### src/rtl/prng_share_ctrl.sv
`default_nettype none
// ============================================================================
// Module   : prng_share_ctrl
// Brief    : Shared Galois LFSR with seed sanitising, fixed warm-up and
//            round-robin delivery of one random word per cycle.
// Revision : 1.0
// ============================================================================
module prng_share_ctrl #(
    parameter int                WIDTH  = 64,
    parameter int                NREQ   = 4,
    parameter logic [WIDTH-1:0]  TAPS   = 64'hD800_0000_0000_0000,
    parameter int                WARMUP = 8
) (
    input  logic              clk,
    input  logic              reset,
    input  logic              seed_load,
    input  logic [WIDTH-1:0]  seed_in,
    input  logic [NREQ-1:0]   req,
    output logic [NREQ-1:0]   grant,
    output logic              rnd_valid,
    output logic [WIDTH-1:0]  rnd_data,
    output logic              ready,
    output logic [15:0]       served_cnt
);

    localparam int              PW        = (NREQ > 1) ? $clog2(NREQ) : 1;
    localparam logic [1:0]      S_IDLE    = 2'd0;
    localparam logic [1:0]      S_WARM    = 2'd1;
    localparam logic [1:0]      S_SERVE   = 2'd2;
    localparam logic [7:0]      WARM_LAST = 8'(WARMUP - 1);
    localparam logic [PW-1:0]   PTR_LAST  = PW'(NREQ - 1);
    localparam logic [NREQ-1:0] GRANT_ONE = NREQ'(1);

    logic [1:0]       r_state;
    logic [WIDTH-1:0] r_lfsr;
    logic [PW-1:0]    r_ptr;
    logic [7:0]       r_warm_cnt;

    logic [WIDTH-1:0] w_lfsr_next;
    logic [WIDTH-1:0] w_seed;
    logic [NREQ-1:0]  w_eligible;
    logic             w_found;
    logic [PW-1:0]    w_pick;
    logic [PW-1:0]    w_ptr_next;

    assign w_lfsr_next = {1'b0, r_lfsr[WIDTH-1:1]} ^ (r_lfsr[0] ? TAPS : '0);
    assign w_seed      = (seed_in == '0) ? {{(WIDTH-1){1'b0}}, 1'b1} : seed_in;
    // The requester granted last cycle still shows req; mask it out.
    assign w_eligible  = req & ~grant;
    assign w_ptr_next  = (w_pick == PTR_LAST) ? '0 : w_pick + PW'(1);
    assign ready       = (r_state == S_SERVE);

    // Lowest eligible index overall, overridden by the lowest at or after ptr.
    always_comb begin
        w_found = 1'b0;
        w_pick  = '0;
        for (int i = NREQ - 1; i >= 0; i--) begin
            if (w_eligible[i]) begin
                w_found = 1'b1;
                w_pick  = PW'(i);
            end
        end
        for (int i = NREQ - 1; i >= 0; i--) begin
            if (w_eligible[i] && (PW'(i) >= r_ptr)) begin
                w_pick = PW'(i);
            end
        end
    end

    always_ff @(posedge clk) begin
        if (reset) begin
            r_state    <= S_IDLE;
            r_lfsr     <= '0;
            r_ptr      <= '0;
            r_warm_cnt <= '0;
            grant      <= '0;
            rnd_valid  <= 1'b0;
            rnd_data   <= '0;
            served_cnt <= '0;
        end else begin
            grant     <= '0;
            rnd_valid <= 1'b0;
            if (seed_load) begin
                r_state    <= S_WARM;
                r_lfsr     <= w_seed;
                r_warm_cnt <= '0;
                served_cnt <= '0;
            end else begin
                case (r_state)
                    S_WARM: begin
                        r_lfsr     <= w_lfsr_next;
                        r_warm_cnt <= r_warm_cnt + 8'd1;
                        if (r_warm_cnt == WARM_LAST) begin
                            r_state <= S_SERVE;
                        end
                    end
                    S_SERVE: begin
                        if (w_found) begin
                            grant      <= GRANT_ONE << w_pick;
                            rnd_valid  <= 1'b1;
                            rnd_data   <= r_lfsr;
                            r_lfsr     <= w_lfsr_next;
                            r_ptr      <= w_ptr_next;
                            served_cnt <= served_cnt + 16'd1;
                        end
                    end
                    default: begin
                    end
                endcase
            end
        end
    end

endmodule
`default_nettype wire

### config.mk
export PLATFORM = sky130hd
export DESIGN_NAME = prng_share_ctrl
export DESIGN_NICKNAME = d
export VERILOG_FILES = /design/src/rtl/prng_share_ctrl.sv
export SDC_FILE = /design/constraint.sdc
export NUM_CORES = 1
export LEC_CHECK = 0
export BUFFER_PORTS_ARGS = -buffer_cell sky130_fd_sc_hd__buf_2
export CORE_ASPECT_RATIO = 0.6
export CORE_MARGIN = 10
export CORE_UTILIZATION = 48
export CTS_CLUSTER_DIAMETER = 100
export CTS_CLUSTER_SIZE = 24
export DETAILED_ROUTE_END_ITERATION = 7
export HOLD_SLACK_MARGIN = 0.06
export PLACE_DENSITY = 0.79
export SYNTH_ARGS = -nofsm -noshare
export SYNTH_HDL_FRONTEND = slang
export SYNTH_SLANG_ARGS = --single-unit
### constraint.sdc
create_clock -name clk -period 1.7 [get_ports clk]
set_input_delay 0.085 -clock clk [delete_from_list [all_inputs] [get_ports clk]]
set_output_delay 0.085 -clock clk [all_outputs]
set_load 0.01 [all_outputs]
# [Yosys cells after proc, flatten, opt, wreduce, memory -nomap -nowiden]
# Cells that the tools add are included.
[word_totals] reg_bits=161 in_bits=71 output_inout_bits=86 wordCells=66
[classes] n_addsub=3 magnitude_cmp=4 eq_ne=5 shifts=1 mux=22 n_bitwise=6 n_reduce_logical=16
[op_table] op="$mux W64" count=4
[op_table] op="$pmux W64 S2" count=1
[op_table] op="$logic_not A64 Y1" count=1
[op_table] op="$xor A63 B64 Y64" count=1
[op_table] op="$mux W2" count=9
[op_table] op="$add A16 B1 Y16 const B" count=1
[op_table] op="$add A8 B1 Y8 const B" count=1
[op_table] op="$eq A8 B3 Y1 const B" count=1
[op_table] op="$mux W1" count=8
[op_table] op="$reduce_and A2 Y1" count=4
[op_table] op="$and A4 B4 Y4" count=1
[op_table] op="$eq A2 B2 Y1 const B" count=2
[op_table] op="$ge A1 B2 Y1 const A" count=2
[op_table] op="$ge A2 B2 Y1 const A" count=2
[op_table] op="$logic_and A1 B1 Y1" count=4
[op_table] op="$not A4 Y4" count=1
[op_table] op="$reduce_bool A2 Y1" count=2
[op_table] op="$reduce_or A4 Y1" count=1
[op_table] op="$shl A1 B2 Y4 const A" count=1
[op_table] op="$ne A3 B2 Y1 const B" count=1
[op_table] op="$not A1 Y1" count=3
[op_table] op="$reduce_and A3 Y1" count=1
[op_table] op="$reduce_bool A3 Y1" count=1
[op_table] op="$reduce_or A3 Y1" count=1
[op_table] op="other kinds (3)" count=3

# [Depth between registers and ports, before layout]
[logic_depth] word_depth=12 mapped_depth=7 depth_no_buf=5

# [Least setup slack after synthesis]
# No wires, ideal clock.
[synth_timing] kind="reg2reg" startpoint="register grant[1]" endpoint="register r_lfsr[10]" setup_ns=0.146 arrival_ns=1.787 required_time_ns=1.554 path_slack_ns=-0.233 stages_incl_launch_ff=8 n_path_buf=2 synth_period_minus_slack_ns=1.933 path_cell_list="dfxtp_1 nor2b_2 o41a_1 or3_4 buf_6 buf_2 nor2_1 a211oi_2"
[synth_via] elab_chain_len=6
[synth_lines] element="start: declaration" line="19" text="output logic [NREQ-1:0] grant,"
[synth_lines] element="start signal: assignment" line="99" text="grant <= GRANT_ONE << w_pick;"
[synth_lines] element="$not A4 Y4" line="49" text="assign w_eligible = req & ~grant;"
[synth_lines] element="$and A4 B4 Y4" line="49"
[synth_lines] element="$mux W1 (2 in series)" line="58" text="if (w_eligible[i]) begin"
[synth_lines] element="$ne A3 B2 Y1 (no source line)"
[synth_lines] element="$reduce_and A2 Y1 (no source line)"
[synth_lines] element="end signal: assignment" line="85" text="r_lfsr <= w_seed;"
[synth_lines] element="end signal: assignment" line="91" text="r_lfsr <= w_lfsr_next;"
[synth_lines] element="end signal: assignment" line="102" text="r_lfsr <= w_lfsr_next;"
[synth_lines] element="end: declaration" line="35" text="logic [WIDTH-1:0] r_lfsr;"
# Every way passes these cells.
# A chain may end at the register's enable or synchronous reset.

# [Final worst setup path]
[layout_timing] startpoint="register grant[1]" endpoint="register r_lfsr[33]"
# Same word-level chain as after synthesis.

==> results list <==
- The run finished, with violations left.
- Violations in the final reports: setup timing
- Across every metal layer, demand over resource in global routing totals 20.1%.
* Placed Cells incl. Taps: 970
* Count of final hold-check violations: 0
- Count of distinct cell types in the synthesized netlist: 38
- Sequential cell area: 3230 um2
- After layout, the worst setup slack is -0.224 ns.
- Fmax: 520 MHz
- Mapped Nets: 705
* Die area: 19,300 um2
- Path type of the worst min-delay path: in2reg
* Area taken by multi-input logic gates: 3540 um2
- Proportion of synthesized flip-flops having asynchronous set or reset: 0%
- Clk sink count: 161
* Number of DRC markers in iteration 0: 534
- Setup repair after global routing could not meet its margin everywhere.
* Shortest period the worst path allows: 1.92 ns
* Register area share after synthesis: 48.0%
* Clock Pin Slew Worst Setup and Hold Paths: 0.07 ns
* Critical path required time: 1.98 ns
- After legalization and detailed placement, the total HPWL measured 13,500 um.
* Clk Latency, worst-skew pair: 0.42 ns
- At the pin with the least slew margin, the transition time is 0.739 ns.
* Count of input and output buffers: 156
* Number of global-route vias before repair: 5,991
* Number of nets with antenna violations after detailed routing: 0
- Synthesis warning total: 0
- Max-capacitance violation count: 0
* Final count of pins violating max slew: 0
- The signal on the critical path passes through nor2b_4 -> o41a_1 -> or3_4 -> buf_12 -> nor2_2 -> a211oi_2.
- The worst setup path is launched from a flop.
* Final Wtd Congestion: 0.974
- DRC viols: 0
* Top-Level Pins: 157
- Final setup fails: 134
- The synthesized design contains 0 enable-type register cells.
* Global-route wire length before repair: 32,100 um
- The analysis attributes to cell leakage a power of 0.00406 uW.
* Maximum fanout count along the critical path: 34
- After synthesis the cells add up to 6710 um2.
* Detailed-route wire length per cell: 20.9 um
- Relative to the synthesized area, the layout overhead comes to 42.1%.
- In the final design database the tool counted 919 nets.
- TritonCTS built the clock tree.
* Largest clock skew in the final design: 0.00988 ns
* Core Area: 13,700 um2
* Die Height: 112 um
* FILL cells: 987
- For this run, the share of the core covered by cells in the final layout is 69.8%.
- Maximum number of pins on one net before global-route repair: 62
* Relative slew margins: 50.3%
* Initial Util: 49.1%
- Excluding fillers, the count of instances in the completed layout stands at 1,051.
* Level count of the clock H-tree: 4
* Routed vias: 5,986
- Worst setup path class: reg2reg
- Die outline width: 173 um
- Period Utilization, post-route: 113%
- Synth Instances: 632
* Critical-path top delay cell: sky130_fd_sc_hd__o41a_1
* Syn Area/Cell: 10.6 um2
* Clock Tree Buf Depth: 2
- STA classifies the critical path endpoint as a flop.
- Clock tree synthesis inserted a total of 17 buffers.
* Delay of the slowest cell on the worst path: 0.46 ns
- Diode count: 0
* Antenna violations before repair: 0
- The synthesized design contains 161 register bits.
* Floorplan row count: 33
- The cell sitting at the root of the clock tree is a sky130_fd_sc_hd__clkbuf_16.
- Hold_ws: 0.0682 ns
* VDD IR max: 0.623 mV
* Predominant post-synthesis flop cell: sky130_fd_sc_hd__dfxtp_1
* DR pass1 iterations: 4
* Via/cell ratio: 5.70
* Total congestion overflow after global routing: 0
- Data arrival time of the critical path: 2.20 ns
- Total Routed Length: 22,000 um
- In the final layout, the share of cells above drive strength 1 is 47.6%.
- In this run the power density over the cells is 928 nW/um2.
## where the power goes
part           switching (uW)  internal [uW]
Combinational             542            481
Clock                    1630           2130
Sequential                160           3910
## stage by stage
stage               setup WS (ns)  total power, uW  area [um2]  setup TNS [ns]
floorplan                 -0.0975             4730        6920           -5.87
global placement           -0.419             4960        8050           -7.25
detailed placement         -0.401             5000        8050          -10.55
CTS                        -0.151             8810        9100          -10.75
global route               -0.254             9140        9540          -23.42
finish                     -0.224             8850        9540          -15.39
## area by class of cell
| class | count | area share [%] |
|---|---|---|
| clock buffers | 20 | 4.79 |
| inverters | 7 | 0.275 |
| well taps | 192 | 2.52 |
| repair buffers | 243 | 20.1 |
| multi-input cells | 416 | 37.1 |
| clock inverters | 12 | 1.27 |
| flip-flops and latches | 161 | 33.9 |
## Yosys cell counts, drive strengths merged, types with 2 or more instances
cell type  number  area, um2
dfxtp         161       3220
xnor2           8       70.1
a211oi         66        811
nand4          16        100
xor2           14        123
o21ai           6       30.0
inv             7       26.3
buf            23        170
nand2          11       41.3
a21oi          11       55.1
or3             6       42.5
nor3b           2       15.0
a2111oi         2       23.8
nor2          104        393
clkbuf         26       97.6
nand2b          3       18.8
and3            3       18.8
nand3           4       20.0
nor4           16        100
nor3            3       15.0
mux2i          65        651
ha              2       25.0
nor2b           6       40.0
o41ai           2       36.3
a22o           60        526
## cell usage in the layout (no fill, tap or decap), types with 18 or more instances in the layout
cell type                   synthesis  routed
sky130_fd_sc_hd__mux2i_1           65      65
sky130_fd_sc_hd__nor2_2             1      49
sky130_fd_sc_hd__a22o_1            60      60
sky130_fd_sc_hd__nor2_4             0      18
sky130_fd_sc_hd__a211oi_2          63      64
sky130_fd_sc_hd__nor2_1           103      37
sky130_fd_sc_hd__dfxtp_1          161     156
sky130_fd_sc_hd__buf_2             13     155
sky130_fd_sc_hd__buf_4              0      31
sky130_fd_sc_hd__clkbuf_16          0      23
## metal layers
| layer | GRT usage (%) | vias to the layer above | part of all wire (%) | wire [um] |
|---|---|---|---|---|
| met1 | 27.0 | 2941 | 47 | 10300 |
| met5 | 0 | - | 0 | 0 |
| met2 | 30.9 | 259 | 44 | 9770 |
| li1 | - | 2760 | - | - |
| met3 | 5.77 | 26 | 7.4 | 1630 |
| met4 | 5.89 | 0 | 1.3 | 296 |
## timing repair
item,4_1_cts,5_1_grt
setup endpoints to repair,125,133
hold endpoints to repair,16,0
buffers inserted,7,14
hold buffers,16,0
resized for setup,26,44
pin swaps,19,26
gates cloned,5,9
## final timing paths
check,slack [ns],endpoint,depth (start not counted),start
worst max-delay path,-0.22,r_lfsr[33],6,grant[1]
worst min-delay path,0.07,r_lfsr[19],3,seed_in[19]
worst max register to register,-0.22,r_lfsr[33],6,grant[1]
worst min register to register,0.47,rnd_data[53],1,rnd_data[53]
## logic make-up (layout without fill, tap and decap cells)
group                      after synthesis  after routing  synth area share [%]
adders and majority gates                2              2                 0.373
and+or+nand+nor                        176            177                  12.2
AOI/OAI and AO/OA                      150            150                  22.5
DFF                                    161            161                  48.0
xor gates and xnor gates                22             22                  2.87
buffers and inverters                   56            282                  4.38
muxes                                   65             65                  9.69
## registers in the layout, indices dropped and copies added (netlist names)
name	cells
r_lfsr	64
rnd_data	64
served_cnt	16
r_warm_cnt	8
grant	4
r_ptr	2
r_state	2
rnd_valid	1
## critical path: cells and delay by family (launching register included)
kind	cells	cell delay (ns)
flops	1	0.36
compound gates	2	0.53
buf+inv	1	0.22
simple gates	3	0.65
(Power assumes the default switching activity.)
